File: config.mk
export PLATFORM = sky130hd
export DESIGN_NAME = cfu_simd_mac
export DESIGN_NICKNAME = d
export VERILOG_FILES = /design/src/rtl/cfu_simd_pkg.sv /design/src/rtl/cfu_simd_dot.sv /design/src/rtl/cfu_simd_mac.sv
export SDC_FILE = /design/constraint.sdc
export NUM_CORES = 1
export LEC_CHECK = 0
export BUFFER_PORTS_ARGS = -buffer_cell sky130_fd_sc_hd__buf_2
export CAP_MARGIN = 10
export CELL_PAD_IN_SITES_DETAIL_PLACEMENT = 0
export CELL_PAD_IN_SITES_GLOBAL_PLACEMENT = 1
export CORE_MARGIN = 2
export CORE_UTILIZATION = 50
export CTS_CLUSTER_DIAMETER = 40
export DETAILED_ROUTE_END_ITERATION = 7
export PLACE_DENSITY_LB_ADDON = 0.1
export SLEW_MARGIN = 20
export SYNTH_ARGS = -nofsm -noshare
export SYNTH_HDL_FRONTEND = slang
export SYNTH_SLANG_ARGS = --single-unit
File: constraint.sdc
create_clock -name clk -period 7.3 [get_ports clk]
set_input_delay 1.46 -clock clk [delete_from_list [all_inputs] [get_ports clk]]
set_output_delay 1.46 -clock clk [all_outputs]
set_load 0.05 [all_outputs]
File: src/rtl/cfu_simd_pkg.sv
// ============================================================================
// Module  : cfu_simd_pkg
// Brief   : Opcodes, FSM states and width helpers shared by the SIMD MAC CFU.
// Revision: 1.0 - initial release
// ============================================================================
`default_nettype none

package cfu_simd_pkg;

  localparam logic [6:0] OP_CLR_ACC    = 7'd0;
  localparam logic [6:0] OP_SET_OFFSET = 7'd1;
  localparam logic [6:0] OP_MAC        = 7'd2;
  localparam logic [6:0] OP_READ_ACC   = 7'd3;
  localparam logic [6:0] OP_READ_CLR   = 7'd4;
  localparam logic [6:0] OP_LOAD_ACC   = 7'd5;

  typedef enum logic [1:0] {
    ST_IDLE = 2'd0,
    ST_EXEC = 2'd1,
    ST_RESP = 2'd2
  } state_t;

  localparam logic [31:0] RSP_UNKNOWN = 32'hFFFF_FFFF;

  function automatic int lanes_of(input int data_w);
    return 32 / data_w;
  endfunction

  // Exact width of the lane sum: offset-add grows one bit, the multiply adds
  // DATA_W bits, and the add tree adds log2(LANES) bits.
  function automatic int dot_sum_width(input int data_w, input int offset_w);
    int add_w;
    add_w = ((data_w > offset_w) ? data_w : offset_w) + 1;
    return add_w + data_w + $clog2(32 / data_w);
  endfunction

endpackage

`default_nettype wire

File: src/rtl/cfu_simd_dot.sv
// ============================================================================
// Module  : cfu_simd_dot
// Brief   : LANES-wide sum of (a_i + offset) * b_i with STAGES register stages.
// Revision: 1.0 - initial release
// ============================================================================
`default_nettype none

module cfu_simd_dot
  import cfu_simd_pkg::*;
#(
  parameter int DATA_W   = 8,
  parameter int OFFSET_W = 9,
  parameter int STAGES   = 1,
  parameter int SUM_W    = dot_sum_width(DATA_W, OFFSET_W)
) (
  input  logic                       clk,
  input  logic                       reset,
  input  logic [31:0]                a,
  input  logic [31:0]                b,
  input  logic signed [OFFSET_W-1:0] offset,
  output logic signed [SUM_W-1:0]    sum
);

  localparam int LANES  = lanes_of(DATA_W);
  localparam int ADD_W  = ((DATA_W > OFFSET_W) ? DATA_W : OFFSET_W) + 1;
  localparam int PROD_W = ADD_W + DATA_W;

  logic signed [PROD_W-1:0] w_prod [LANES];
  logic signed [PROD_W-1:0] w_src  [LANES];
  logic signed [SUM_W-1:0]  w_tree;

  for (genvar i = 0; i < LANES; i++) begin : g_lane
    logic signed [ADD_W-1:0] w_a_off;
    assign w_a_off   = ADD_W'($signed(a[i*DATA_W +: DATA_W])) + ADD_W'(offset);
    assign w_prod[i] = PROD_W'(w_a_off) * PROD_W'($signed(b[i*DATA_W +: DATA_W]));
  end

  always_comb begin
    w_tree = '0;
    for (int i = 0; i < LANES; i++) begin
      w_tree = w_tree + SUM_W'(w_src[i]);
    end
  end

  if (STAGES == 0) begin : g_comb
    always_comb begin
      for (int i = 0; i < LANES; i++) w_src[i] = w_prod[i];
    end
    assign sum = w_tree;
  end else begin : g_pipe
    // First stage sits after the multipliers; later stages only carry the sum.
    logic signed [PROD_W-1:0] r_prod [LANES];

    always_ff @(posedge clk or negedge reset) begin
      if (!reset) begin
        for (int i = 0; i < LANES; i++) r_prod[i] <= '0;
      end else begin
        for (int i = 0; i < LANES; i++) r_prod[i] <= w_prod[i];
      end
    end

    always_comb begin
      for (int i = 0; i < LANES; i++) w_src[i] = r_prod[i];
    end

    if (STAGES == 1) begin : g_direct
      assign sum = w_tree;
    end else begin : g_delay
      logic signed [SUM_W-1:0] r_dly [STAGES-1];

      always_ff @(posedge clk or negedge reset) begin
        if (!reset) begin
          for (int i = 0; i < STAGES - 1; i++) r_dly[i] <= '0;
        end else begin
          r_dly[0] <= w_tree;
          for (int i = 1; i < STAGES - 1; i++) r_dly[i] <= r_dly[i-1];
        end
      end

      assign sum = r_dly[STAGES-2];
    end
  end

endmodule

`default_nettype wire

File: src/rtl/cfu_simd_mac.sv
// ============================================================================
// Module  : cfu_simd_mac
// Brief   : CFU front-end with packed SIMD offset-MAC into a wide accumulator.
//           Define CFU_SIMD_SAT_EN to saturate read-back values to int32.
// Revision: 1.0 - initial release
// ============================================================================
`default_nettype none

module cfu_simd_mac
  import cfu_simd_pkg::*;
#(
  parameter int DATA_W      = 8,
  parameter int OFFSET_W    = 9,
  parameter int ACC_W       = 40,
  parameter int MAC_LATENCY = 2
) (
  input  logic        clk,
  input  logic        reset,
  input  logic        cmd_valid,
  output logic        cmd_ready,
  input  logic [9:0]  cmd_payload_function_id,
  input  logic [31:0] cmd_payload_inputs_0,
  input  logic [31:0] cmd_payload_inputs_1,
  output logic        rsp_valid,
  input  logic        rsp_ready,
  output logic [31:0] rsp_payload_outputs_0
);

  localparam int SUM_W = dot_sum_width(DATA_W, OFFSET_W);
  localparam int EXT_W = (SUM_W > ACC_W) ? SUM_W : ACC_W;

  state_t                     r_state;
  logic [ACC_W-1:0]           r_acc;
  logic signed [OFFSET_W-1:0] r_offset;
  logic [1:0]                 r_cnt;
  logic [31:0]                r_rsp;

  logic [6:0]                 w_opcode;
  logic                       w_accept;
  logic signed [SUM_W-1:0]    w_sum;
  logic signed [EXT_W-1:0]    w_sum_ext;
  logic [ACC_W-1:0]           w_mac_acc;
  logic [63:0]                w_load;
  logic                       w_unused;

  assign w_opcode  = cmd_payload_function_id[9:3];
  assign w_unused  = ^cmd_payload_function_id[2:0];
  assign w_accept  = cmd_valid && (r_state == ST_IDLE);
  assign w_sum_ext = EXT_W'(w_sum);
  assign w_mac_acc = r_acc + w_sum_ext[ACC_W-1:0];
  assign w_load    = {cmd_payload_inputs_1, cmd_payload_inputs_0};

  assign cmd_ready             = (r_state == ST_IDLE);
  assign rsp_valid             = (r_state == ST_RESP);
  assign rsp_payload_outputs_0 = r_rsp;

  cfu_simd_dot #(
    .DATA_W   (DATA_W),
    .OFFSET_W (OFFSET_W),
    .STAGES   (MAC_LATENCY - 1),
    .SUM_W    (SUM_W)
  ) u_dot (
    .clk    (clk),
    .reset  (reset),
    .a      (cmd_payload_inputs_0),
    .b      (cmd_payload_inputs_1),
    .offset (r_offset),
    .sum    (w_sum)
  );

  function automatic logic [31:0] read_value(input logic [ACC_W-1:0] acc);
`ifdef CFU_SIMD_SAT_EN
    if ((acc[ACC_W-1:31] == '0) || (acc[ACC_W-1:31] == '1)) return acc[31:0];
    else if (acc[ACC_W-1])                                   return 32'h8000_0000;
    else                                                     return 32'h7FFF_FFFF;
`else
    return acc[31:0];
`endif
  endfunction

  always_ff @(posedge clk or negedge reset) begin
    if (!reset) begin
      r_state  <= ST_IDLE;
      r_acc    <= '0;
      r_offset <= '0;
      r_cnt    <= '0;
      r_rsp    <= '0;
    end else begin
      case (r_state)
        ST_IDLE: begin
          if (w_accept) begin
            r_state <= ST_RESP;
            case (w_opcode)
              OP_CLR_ACC: begin
                r_acc <= '0;
                r_rsp <= '0;
              end
              OP_SET_OFFSET: begin
                r_offset <= $signed(cmd_payload_inputs_0[OFFSET_W-1:0]);
                r_rsp    <= '0;
              end
              OP_MAC: begin
                // A single-cycle MAC folds straight into the accumulator.
                if (MAC_LATENCY == 1) begin
                  r_acc <= w_mac_acc;
                  r_rsp <= read_value(w_mac_acc);
                end else begin
                  r_cnt   <= 2'(MAC_LATENCY - 2);
                  r_state <= ST_EXEC;
                end
              end
              OP_READ_ACC: r_rsp <= read_value(r_acc);
              OP_READ_CLR: begin
                r_rsp <= read_value(r_acc);
                r_acc <= '0;
              end
              OP_LOAD_ACC: begin
                r_acc <= w_load[ACC_W-1:0];
                r_rsp <= '0;
              end
              default: r_rsp <= RSP_UNKNOWN;
            endcase
          end
        end
        ST_EXEC: begin
          if (r_cnt == 2'd0) begin
            r_acc   <= w_mac_acc;
            r_rsp   <= read_value(w_mac_acc);
            r_state <= ST_RESP;
          end else begin
            r_cnt <= r_cnt - 2'd1;
          end
        end
        ST_RESP: begin
          if (rsp_ready) r_state <= ST_IDLE;
        end
        default: r_state <= ST_IDLE;
      endcase
    end
  end

endmodule

`default_nettype wire

==> results.yml <==
global_route:
  grtUsageTotal_pct: 25.18
  gr-total-overflow: 0
  grt_pass1_vias: 17576
  antenna_found_initial: 0
  grt_max_degree: 97
  grt_pass1_wl_mm: 92.05
yosys:
  synth_cells: 2438
  synth_ff_type: "dfrtp_1"
  synth_area_sq_um: 22110
  synth_top_area_cell: "fa_1"
  synth_top_cell_area_share_pct: 28.07
  yosys_warnings: 0
  synthArstFlopShare_pct: 100.0
  ys_top_cells_by_area: "fa_1 28%, dfrtp_1 17%, ha_1 13%"
  yosysMostFrequentCell: "inv_1"
  synth-seq-area-share_pct: 16.87
  synth_cell_types: 78
  synthTopCellsByCount: "504 x inv_1, 310 x fa_1, 221 x ha_1"
  synth_nets: 3047
  ys_ff_latch: 149
  syn_avg_cell_area_sq_um: 9.067
  synth_edf_count: 0
worst_setup_path:
  cp_max_fo: 3
  path_class: "input pin to flip-flop"
  end_kind: "flip-flop"
  required_ns: 7.63
  r2r-end: "u_dot.g_pipe.r_prod[34]$_DFF_PN0_"
  startpoint: "cmd_payload_inputs_0[17]"
  r2r_slack_ns: 0.59
  ff2ff_path_depth: 20
  timing.critical_path.arrival_ns: 7.25
  reg2reg_from: "r_offset[1]$_DFFE_PN0P_"
  start_kind: "input pin"
floorplan:
  core-area_sq_um: 43930
  start_util_pct: 50.32
  fp-row-count: 77
  die_h_microns: 214.3
  top_level_ports: 112
  die_area_sq_um: 45910
  dieWidth_microns: 214.3
clock_tree:
  htreeDepth: 4
  numCtsBuffers: 17
  cts_tree: "done"
  clk_pin_slew_ns: 0.06
  clock-sinks: 149
  cts-hold-fix-buffers: 0
  clockBufferDepth: 2
  cts_root_buffer: "clkbuf_16"
  clk_latency_ns: 0.43
run_status:
  outcome: "finished clean"
min_path:
  hold_depth: 2
  min_from: "rsp_payload_outputs_0[16]$_DFFE_PN0P_"
  hold_class: "flip-flop to flip-flop"
  holdPathEnd: "rsp_payload_outputs_0[16]$_DFFE_PN0P_"
drt:
  finalWirelength_mm: 54.48
  via_per_inst: 5.284
  dr.pass1.iters: 5
  via_count: 16807
  drtIter0Drc: 1214
  drc: 0
  drtAntennaViolNets: 0
  wire_per_inst_microns: 17.13
placement:
  dp_hpwl_mm: 45.20
  placed_area_sq_um: 23640
  portBuffers: 108
  dpl_worst_slack_ns: -0.1123
  gp_congestion: 0.9337
timing:
  fmax_mhz: 144.6
  slew-limit-headroom_pct: 31.07
  drv_slew: 0
  finalCritPeriodShare_pct: 94.73
  min_period_ns: 6.915
  tightest_slew_ns: 1.031
  finalSetupViolations: 0
  finalClockSkew_ns: 0.007254
  fin_ws_ns: 0.3847
  hold_viol: 0
  final.setup.tns_ns: 0
final_layout:
  final_cell_area_sq_um: 24280
  final_nets: 3187
  syn2layout_area_growth_pct: 9.848
  antenna_cells: 0
  drive_above_1_share_pct: 9.772
flow_run:
  cap_violations: 0
-- state kept, by name, summed over array words and instances (netlist names) --
name / flops
r_state: 2
u_dot.g_pipe.r_prod: 72
r_acc: 32
rsp_payload_outputs_0: 32
r_cnt: 2
r_offset: 9
-- through the flow --
| step | instances | hold WS [ns] | util (%) |
|---|---|---|---|
| after floorplan | 2438 | 0.4779 | - |
| after global placement | 3151 | 0.4568 | 53.82 |
| after detailed placement | 3151 | 0.4608 | 53.82 |
| after CTS | 3181 | 0.4755 | 55.20 |
| after global routing | 3181 | 0.4991 | 55.27 |
| final | 3181 | 0.4710 | 55.27 |
-- final cells by class --
type,instances,area [sq um]
sequential,149,3729
timing repair buffer,173,1035
inverter,508,1907
tap,592,740.7
clock inverter,12,180.2
multi-input combinational,1729,16260
clock buffer,18,429.2
fill,4183,19650
-- worst max path at each step --
| stage | to | cells past startpoint |
|---|---|---|
| 6_report | u_dot.g_pipe.r_prod[34]$_DFF_PN0_ | 26 |
| 3_5_place_dp | u_dot.g_pipe.r_prod[34]$_DFF_PN0_ | 26 |
| 3_3_place_gp | u_dot.g_pipe.r_prod[53]$_DFF_PN0_ | 26 |
| 5_1_grt | u_dot.g_pipe.r_prod[71]$_DFF_PN0_ | 26 |
| 2_1_floorplan | u_dot.g_pipe.r_prod[35]$_DFF_PN0_ | 27 |
| 4_1_cts | u_dot.g_pipe.r_prod[35]$_DFF_PN0_ | 26 |
-- repair_timing --
action / CTS / global route
endpoints found under the setup margin: 0 / 4
setup buffers: 0 / 0
gates resized for setup: 0 / 8
-- per-layer routing --
layer	global-route usage, %	up-vias	share of wire (%)
li1	-	7964	-
met1	34.95	8443	46
met2	41.55	329	47
met3	2.298	71	3.6
met4	8.773	0	3.4
met5	0	-	0
-- worst max-delay path, stage by stage --
cell,delay [ns]
buf_2,0.13
ha_1,0.30
a21o_1,0.19
a21oi_1,0.19
o21ai_0,0.10
a21oi_1,0.22
o21bai_1,0.09
a21oi_1,0.28
xnor2_1,0.24
nand2_1,0.12
fa_1,0.49
fa_1,0.53
inv_1,0.05
fa_1,0.47
inv_1,0.06
fa_1,0.53
inv_1,0.07
ha_1,0.34
o21ai_0,0.11
a21boi_0,0.14
o21ai_0,0.26
a22oi_1,0.14
nand4_1,0.11
nand3_1,0.11
o41ai_2,0.27
xnor2_1,0.21
-- placed cells by master, fill, tap and decap left out, types with 18 or more instances in the layout --
master      n
a21o_1     45
a21oi_1   134
and2_1    182
buf_2     107
buf_4      65
dfrtp_1   149
fa_1      310
ha_1      221
inv_1     503
nand2_1   148
nand2b_1   38
nand3_1    31
nor2_1    138
nor2b_1    50
nor3_1     18
o21ai_0    77
o21bai_1   21
xnor2_1   111
xor2_1     30
-- cell families (layout without fill, tap and decap cells) --
family / Yosys count / after routing / share of synthesized area [%]
mux: 13 / 13 / 0.6566
flops: 149 / 149 / 16.87
simple gates: 651 / 651 / 15.08
compound gates: 391 / 391 / 11.35
xor+xnor: 143 / 143 / 5.700
buf+inv: 560 / 711 / 9.763
fa+ha+maj: 531 / 531 / 40.58
Power is left out: the tool's default activity adds up to more than one toggle a clock period on the data nets, which glitch-free logic cannot reach.
